[config.mk]
export PLATFORM = sky130hd
export DESIGN_NAME = fetch_bundle_queue
export DESIGN_NICKNAME = d
export VERILOG_FILES = /design/src/rtl/fetch_pkg.sv /design/src/rtl/fetch_bundle_queue_storage.sv /design/src/rtl/fetch_bundle_queue.sv
export SDC_FILE = /design/constraint.sdc
export NUM_CORES = 1
export LEC_CHECK = 0
export ABC_AREA = 1
export CELL_PAD_IN_SITES_DETAIL_PLACEMENT = 1
export CELL_PAD_IN_SITES_GLOBAL_PLACEMENT = 1
export CORE_AREA = 10 10 156 230
export DETAILED_ROUTE_END_ITERATION = 12
export DIE_AREA = 0 0 166 240
export GPL_TIMING_DRIVEN = 0
export PLACE_DENSITY_LB_ADDON = 0.12
export SLEW_MARGIN = 20
export SYNTH_ARGS = -nofsm -noshare
export SYNTH_HDL_FRONTEND = slang
export SYNTH_SLANG_ARGS = --single-unit
[constraint.sdc]
create_clock -name clk -period 8.4 [get_ports clk]
set_input_delay 0.84 -clock clk [delete_from_list [all_inputs] [get_ports clk]]
set_output_delay 0.84 -clock clk [all_outputs]
set_load 0.005 [all_outputs]
[src/rtl/fetch_pkg.sv]
// Shared definitions for the fetch bundle queue: bundle geometry, slot ordering
// and the packed storage entry layout.
package fetch_pkg;

  localparam int FBQ_DEPTH = 4;
  localparam int BUNDLE_W  = 64;
  localparam int SLOT_W    = 16;
  localparam int NUM_SLOTS = BUNDLE_W / SLOT_W;
  localparam int PC_W      = 16;
  localparam logic [SLOT_W-1:0] NOP_INST = 16'h0000;

  // Slot 0 occupies the most significant slice and maps to flag bit 3.
  localparam int SLOT0_BIT = NUM_SLOTS - 1;

  typedef struct packed {
    logic [PC_W-1:0]      pc;
    logic [BUNDLE_W-1:0]  inst;
    logic [NUM_SLOTS-1:0] tkn;
    logic [NUM_SLOTS-1:0] imjmp;
  } fbq_entry_t;

  localparam int ENTRY_W = $bits(fbq_entry_t);

  function automatic logic [NUM_SLOTS-1:0] slot_mask(input logic [BUNDLE_W-1:0] inst);
    logic [NUM_SLOTS-1:0] m;
    m = '0;
    for (int s = 0; s < NUM_SLOTS; s++) begin
      m[SLOT0_BIT - s] = (inst[BUNDLE_W - 1 - s*SLOT_W -: SLOT_W] != NOP_INST);
    end
    return m;
  endfunction

endpackage

[src/rtl/fetch_bundle_queue_storage.sv]
// Bundle register file: one synchronous write port, one asynchronous read port.
// Contents are never cleared; the queue pointers alone define validity.
module fbq_storage
  import fetch_pkg::*;
#(
  parameter int DEPTH = FBQ_DEPTH
) (
  input  logic                     clk,
  input  logic                     we_i,
  input  logic [$clog2(DEPTH)-1:0] waddr_i,
  input  fbq_entry_t               wdata_i,
  input  logic [$clog2(DEPTH)-1:0] raddr_i,
  output fbq_entry_t               rdata_o
);

  fbq_entry_t mem_q [DEPTH];

  always_ff @(posedge clk) begin
    if (we_i) mem_q[waddr_i] <= wdata_i;
  end

  assign rdata_o = mem_q[raddr_i];

endmodule

[src/rtl/fetch_bundle_queue.sv]
// Fall-through circular queue between the branch handler and decode; all-NOP
// bundles are filtered out and a full queue stalls fetch.
module fetch_bundle_queue
  import fetch_pkg::*;
#(
  parameter int DEPTH = FBQ_DEPTH
) (
  input  logic                     clk,
  input  logic                     rst_n,
  input  logic                     in_valid,
  input  logic [PC_W-1:0]          in_pc,
  input  logic [BUNDLE_W-1:0]      in_inst,
  input  logic [NUM_SLOTS-1:0]     in_tkn,
  input  logic [NUM_SLOTS-1:0]     in_imjmp,
  input  logic                     flush,
  input  logic                     deq_rdy,
  output logic                     out_valid,
  output logic [PC_W-1:0]          out_pc,
  output logic [BUNDLE_W-1:0]      out_inst,
  output logic [NUM_SLOTS-1:0]     out_tkn,
  output logic [NUM_SLOTS-1:0]     out_imjmp,
  output logic [NUM_SLOTS-1:0]     out_slot_vld,
  output logic                     stall_fetch,
  output logic [$clog2(DEPTH):0]   count
);

  localparam int PTR_W = $clog2(DEPTH);
  localparam int CNT_W = PTR_W + 1;

  // Handshake: a bundle moves in when enq is high at a rising edge and out when
  // deq is high; flush wins over both, and a full queue refuses new bundles even
  // if decode drains the head in the same cycle.
  logic [PTR_W-1:0] head_q, head_d, tail_q, tail_d;
  logic [CNT_W-1:0] count_q, count_d;
  logic [PC_W-1:0]  last_pc_q, last_pc_d;
  logic             full, enq, deq;
  fbq_entry_t       wr_entry, rd_entry;

  assign full = (count_q == CNT_W'(DEPTH));
  assign enq  = in_valid && !full && !flush && (in_inst != '0);
  assign deq  = (count_q != '0) && deq_rdy && !flush;

  assign wr_entry = '{pc: in_pc, inst: in_inst, tkn: in_tkn, imjmp: in_imjmp};

  fbq_storage #(.DEPTH(DEPTH)) u_storage (
    .clk     (clk),
    .we_i    (enq),
    .waddr_i (tail_q),
    .wdata_i (wr_entry),
    .raddr_i (head_q),
    .rdata_o (rd_entry)
  );

  always_comb begin
    head_d    = head_q + PTR_W'(deq);
    tail_d    = tail_q + PTR_W'(enq);
    count_d   = count_q;
    last_pc_d = out_valid ? rd_entry.pc : last_pc_q;
    case ({enq, deq})
      2'b10:   count_d = count_q + 1'b1;
      2'b01:   count_d = count_q - 1'b1;
      default: count_d = count_q;
    endcase
    if (flush) begin
      head_d  = '0;
      tail_d  = '0;
      count_d = '0;
    end
  end

  always_ff @(posedge clk or negedge rst_n) begin
    if (!rst_n) begin
      head_q    <= '0;
      tail_q    <= '0;
      count_q   <= '0;
      last_pc_q <= '0;
    end else begin
      head_q    <= head_d;
      tail_q    <= tail_d;
      count_q   <= count_d;
      last_pc_q <= last_pc_d;
    end
  end

  // When empty the stale head slot is masked; out_pc keeps showing the last head.
  assign out_valid    = (count_q != '0);
  assign out_pc       = out_valid ? rd_entry.pc : last_pc_q;
  assign out_inst     = out_valid ? rd_entry.inst : '0;
  assign out_tkn      = out_valid ? rd_entry.tkn : '0;
  assign out_imjmp    = out_valid ? rd_entry.imjmp : '0;
  assign out_slot_vld = out_valid ? slot_mask(rd_entry.inst) : '0;
  assign stall_fetch  = full;
  assign count        = count_q;

endmodule

# Word level (Yosys, flattened, before mapping)
# Memory sizes are Yosys's and may differ from the RTL's.
# Cells that the tools add are included.
[op_classes] eq_ne=3 n_addsub=4 n_mux=11 n_reduce_logical=14
[ops] op="$mux 64" n=1
[ops] op="$reduce_bool 16->1" n=4
[ops] op="$reduce_bool 64->1" n=1
[ops] op="$mux 16" n=1
[ops] op="$mux 4" n=3
[ops] op="$pmux 3 s2" n=1
[ops] op="$reduce_bool 3->1" n=2
[ops] op="$logic_and 1x1->1" n=5
[ops] op="$add 2x1->2" n=2
[ops] op="$mux 2" n=2
[ops] op="$add 3x1->3 const B" n=1
[ops] op="$eq 3x3->1 const B" n=1
[ops] op="$mux 3" n=1
[ops] op="$sub 3x1->3 const B" n=1
[ops] op="$eq 2x1->1 const B" n=1
[ops] op="$eq 2x2->1 const B" n=1
[ops] op="$logic_not 1->1" n=2
[ops] op="$mux 1" n=2
[word_totals] word_cells=37 ramBits=352 ff_bits=23 mem_count=1 inputBits=93
[memory_table] memory="u_storage.mem_q" words=4 width=88 read_ports=1 rd_clocked_by_memory_dff=0 wr=1 line_no="fetch_bundle_queue_storage.sv:16" rtl="fbq_entry_t mem_q [DEPTH];"

# Logic depth before layout (Yosys ltp)
[logic_depth] depth_word=8 ltp_mapped=16

# Modules after synthesis
# From an unflattened synthesis, not the netlist that was laid out.
[hier_totals] hier_cells=1741 area_unflattened_um2=16901.2
[modules_own_cells] module="fbq_storage" cells_per_inst=1387 n_inst=1 area_per_inst_um2=14885.5
[modules_own_cells] module="fetch_bundle_queue" cells_per_inst=354 n_inst=1 area_per_inst_um2=2015.7

# Worst setup path before layout
# No wires, ideal clock.
[synth_path] path_kind="input to register" start="input in_inst[63]" end="memory u_storage.mem_q[0][0] (netlist bit) (enable)" setup_ps=535 n_path_buf=0 cell_stages=9 slack_ps=2717 arrival_ps=5148 cell_sequence="nor2_1 > nand2_1 > nor2_1 > nand2_1 > nor2_1 > nand2_1 > nand2_1 > or2_2 > nor2_1"
[synth_via] elab_chain_cells=4
[synth_rtl] element="from (decl)" line_no="fetch_bundle_queue.sv:12" rtl="input logic [BUNDLE_W-1:0] in_inst,"
[synth_rtl] element="$reduce_bool 64->1" line_no="fetch_bundle_queue.sv:40" rtl="assign enq = in_valid && !full && !flush && (in_inst != '0);"
[synth_rtl] element="$logic_and 1x1->1" line_no="fetch_bundle_queue.sv:40"
[synth_rtl] element="$mux 1" line_no="fetch_bundle_queue_storage.sv:19" rtl="if (we_i) mem_q[waddr_i] <= wdata_i;"
[synth_rtl] element="$mux 1 (not written as such)" line_no="fetch_bundle_queue_storage.sv:19"
[synth_rtl] element="to (decl)" line_no="fetch_bundle_queue_storage.sv:16"
# Every way passes these cells.

# Final worst setup path
[layout_path] start="register head_q[1]" end="output out_slot_vld[3]"
[layout_via] elab_chain_cells=3
[layout_rtl] element="from (decl)" line_no="fetch_bundle_queue.sv:33" rtl="logic [PTR_W-1:0] head_q, head_d, tail_q, tail_d;"
[layout_rtl] element="from (signal assigned)" line_no="fetch_bundle_queue.sv:73" rtl="head_q <= '0;"
[layout_rtl] element="from (signal assigned)" line_no="fetch_bundle_queue.sv:78" rtl="head_q <= head_d;"
[layout_rtl] element="$mem_v2 4x88"
[layout_rtl] element="$reduce_bool 16->1" line_no="fetch_pkg.sv:28" rtl="m[SLOT0_BIT - s] = (inst[BUNDLE_W - 1 - s*SLOT_W -: SLOT_W] != NOP_INST);"
[layout_rtl] element="$mux 4" line_no="fetch_bundle_queue.sv:91" rtl="assign out_slot_vld = out_valid ? slot_mask(rd_entry.inst) : '0;"
[layout_rtl] element="to (decl)" line_no="fetch_bundle_queue.sv:22" rtl="output logic [NUM_SLOTS-1:0] out_slot_vld,"
# Every way passes these cells.

==> metrics.yaml <==
sta:
  rsz0062_at_grt: "false"
  period_minus_slack_ps: 4460
  fin_crit_sh_pct: 53.0
  worst_pin_slew_ps: 892
  clock_skew_ps: 10.3
  max_freq_mhz: 224
  setup_viol: 0
  final_hold_viol_count: 0
  report.final.slew_viol_count: 0
  finalSetupTns_ps: 0
  slew_headroom_pct: 40.5
finish:
  fillers: 3192
  design_area_um2: 18900
  fin_nets: 1532
  synthToLayoutAreaGrowth_pct: 26.8
  drive_above_1_share_pct: 8.01
cts:
  clockBufferDepth: 3
  clk_latency_ps: 530
  cts_setup_buffers: 0
  cts_sinks: 375
  path_clk_slew_ps: 60
  h-tree-depth: 2
  numCtsBuffers: 36
  cts_tree: "built"
  cts_resized: 0
  clock-root-buffer: "clkbuf_16"
  postCtsHoldBufs: 0
logic_synthesis:
  ys_ff_latch: 375
  synth_cell_type_count: 24
  ys_seq_area_share_pct: 74.7
  netlist_area_um2: 14900
  syn_nets: 1287
  synth_area_per_cell_um2: 12.5
  ys_warn_count: 0
  synthCells: 1191
run_status:
  status: "finished, final reports clean"
floorplan:
  floorplan.rows: 80
  die_h_um: 240
  io_pins: 190
  initial_core_util_pct: 47.1
  fp.coreArea_um2: 31700
  dieArea_um2: 39800
  die_w_um: 166
global_route:
  grt_pass1_wl_um: 74300
  antenna_found_initial: 1
  grtUsageTotal_pct: 24.9
  grt_max_degree: 24
  gr-total-overflow: 0
  grt_pass1_vias: 11600
detailed_routing:
  totalWireLength_um: 50900
  via_per_inst: 5.76
  firstDrtPassIters: 5
  wl_per_cell_um: 27.2
  drcViolationCount: 0
  drt_first_iter_violations: 1011
  ant_nets: 0
  vias: 10800
setup_path:
  startpoint: "head_q[1]"
  critPathMaxFanout: 10
  crit_type: "flop to output port"
  crit_path_start_kind: "flop"
  reg2regPathDepth: 10
  cp-end-kind: "output port"
  critPathArrivalTime_ps: 3620
  regToRegSetupSlack_ps: 5640
  regToRegStartpoint: "count[0]"
  worstPathRequired_ps: 7560
  r2r_end: "u_storage.mem_q[0][59]"
placed_design:
  io_buffer_count: 189
  globalplace.congestion: 0.852
  place_area_um2: 17800
  hpwl_um: 36000
job:
  drv_cap: 0
pwr:
  p_per_area_nw_per_um2: 232
  ir_worst_vdd_mv: 0.246
  p_leak_nw: 6.56
min_path:
  hold_path_class: "primary input to async pin"
[synth_stat cells]
| cell | n | area, um2 |
|---|---|---|
| nand2_1 | 147 | 552 |
| buf_2 | 32 | 160 |
| nand3_1 | 6 | 30.0 |
| inv_1 | 12 | 45.0 |
| o21ai_1 | 12 | 60.1 |
| o22a_1 | 40 | 350 |
| inv_2 | 2 | 7.51 |
| buf_4 | 5 | 37.5 |
| a31oi_1 | 16 | 100 |
| a21oi_1 | 34 | 170 |
| nor3_2 | 1 | 10.0 |
| clkbuf_1 | 26 | 97.6 |
| or2_2 | 1 | 6.26 |
| buf_6 | 1 | 11.3 |
| nor2_1 | 331 | 1240 |
| clkbuf_2 | 1 | 5.00 |
| edfxtp_1 | 352 | 10600 |
| ha_1 | 2 | 25.0 |
| a32o_1 | 24 | 240 |
| fa_1 | 1 | 20.0 |
| buf_1 | 3 | 11.3 |
| dfrtp_1 | 23 | 576 |
| xnor2_1 | 2 | 17.5 |
| o21ai_0 | 117 | 586 |
[worst max-delay path: stages (launching register included)]
cell,delay (ps)
dfrtp_1,400
buf_2,300
clkbuf_1,710
o21ai_0,220
o22a_1,290
nand2_1,250
nor2_1,70
nand2_1,150
nor2_1,70
nor2_1,90
clkdlybuf4s50_1,530
[logic make-up after synthesis]
family / Yosys count / share of synthesized area [%]
compound gates: 243 / 10.1
xor+xnor: 2 / 0.117
fa+ha+maj: 3 / 0.302
buf+inv: 82 / 2.51
flops: 375 / 74.7
simple gates: 486 / 12.3
[registers in the layout, indices dropped and copies added (netlist names)]
name             flops
tail_q               2
count                3
last_pc_q           16
head_q               2
u_storage.mem_q    352
[cell type report]
cell class | count | area (um2) | share of cell area, %
Antenna cell | 2 | 5.00 | 0.0264
Buffer | 68 | 323 | 1.70
Clock buffer | 50 | 1020 | 5.41
Clock inverter | 13 | 110 | 0.581
Inverter | 14 | 52.6 | 0.278
Multi-Input combinational cell | 734 | 3440 | 18.2
Sequential cell | 375 | 11100 | 58.9
Tap cell | 410 | 513 | 2.71
Timing Repair Buffer | 207 | 2320 | 12.3
[where the power goes]
group	switching, W	leakage (nW)	internal (W)	total (W)
registers	0.0000241	3.47	0.00213	0.00215
clock network	0.000676	0.563	0.000912	0.00159
logic	0.000361	2.53	0.000284	0.000646
total	0.00106	6.56	0.00332	0.00438
[routing by layer]
metal / wire, um / track usage [%] / vias up / share of wire [%]
met4: 1950 / 10.1 / 0 / 3.8
met1: 19400 / 28.8 / 5486 / 38
li1: - / - / 4747 / -
met3: 3130 / 4.25 / 97 / 6.1
met5: 0 / 0 / - / 0
met2: 26500 / 44.8 / 455 / 52
[how the worst max path moves through the flow]
stage,end,slack (ps)
final,out_slot_vld[3],3940
after global routing,out_slot_vld[3],3910
after CTS,out_slot_vld[3],4020
after detailed placement,u_storage.mem_q[0][59],4400
after global placement,u_storage.mem_q[0][22],-1590
after floorplan,u_storage.mem_q[0][0],2720
[placed cells by master (no fill, tap or decap), drive strengths merged, types with 11 or more instances in the layout]
cell type | synthesis | routed
a32o | 24 | 24
a21oi | 34 | 34
a31oi | 16 | 16
clkbuf | 27 | 77
dfrtp | 23 | 23
clkinv | 0 | 11
inv | 14 | 14
nand2 | 147 | 147
buf | 41 | 60
nor2 | 331 | 331
o21ai | 129 | 129
edfxtp | 352 | 352
o22a | 40 | 40
clkdlybuf4s50 | 0 | 188
[through the flow]
stage / instances / hold slack (ps) / util (%) / power (W) / setup WS, ps
after floorplan: 1191 / 476 / - / 0.00243 / 2720
after global placement: 1790 / 501 / 54.6 / 0.00281 / -1590
after detailed placement: 1808 / 554 / 56.1 / 0.00284 / 4400
after CTS: 1871 / 326 / 59.7 / 0.00440 / 4020
after global routing: 1872 / 357 / 59.7 / 0.00452 / 3910
final: 1873 / 321 / 59.7 / 0.00438 / 3940
(Power assumes the default switching activity.)
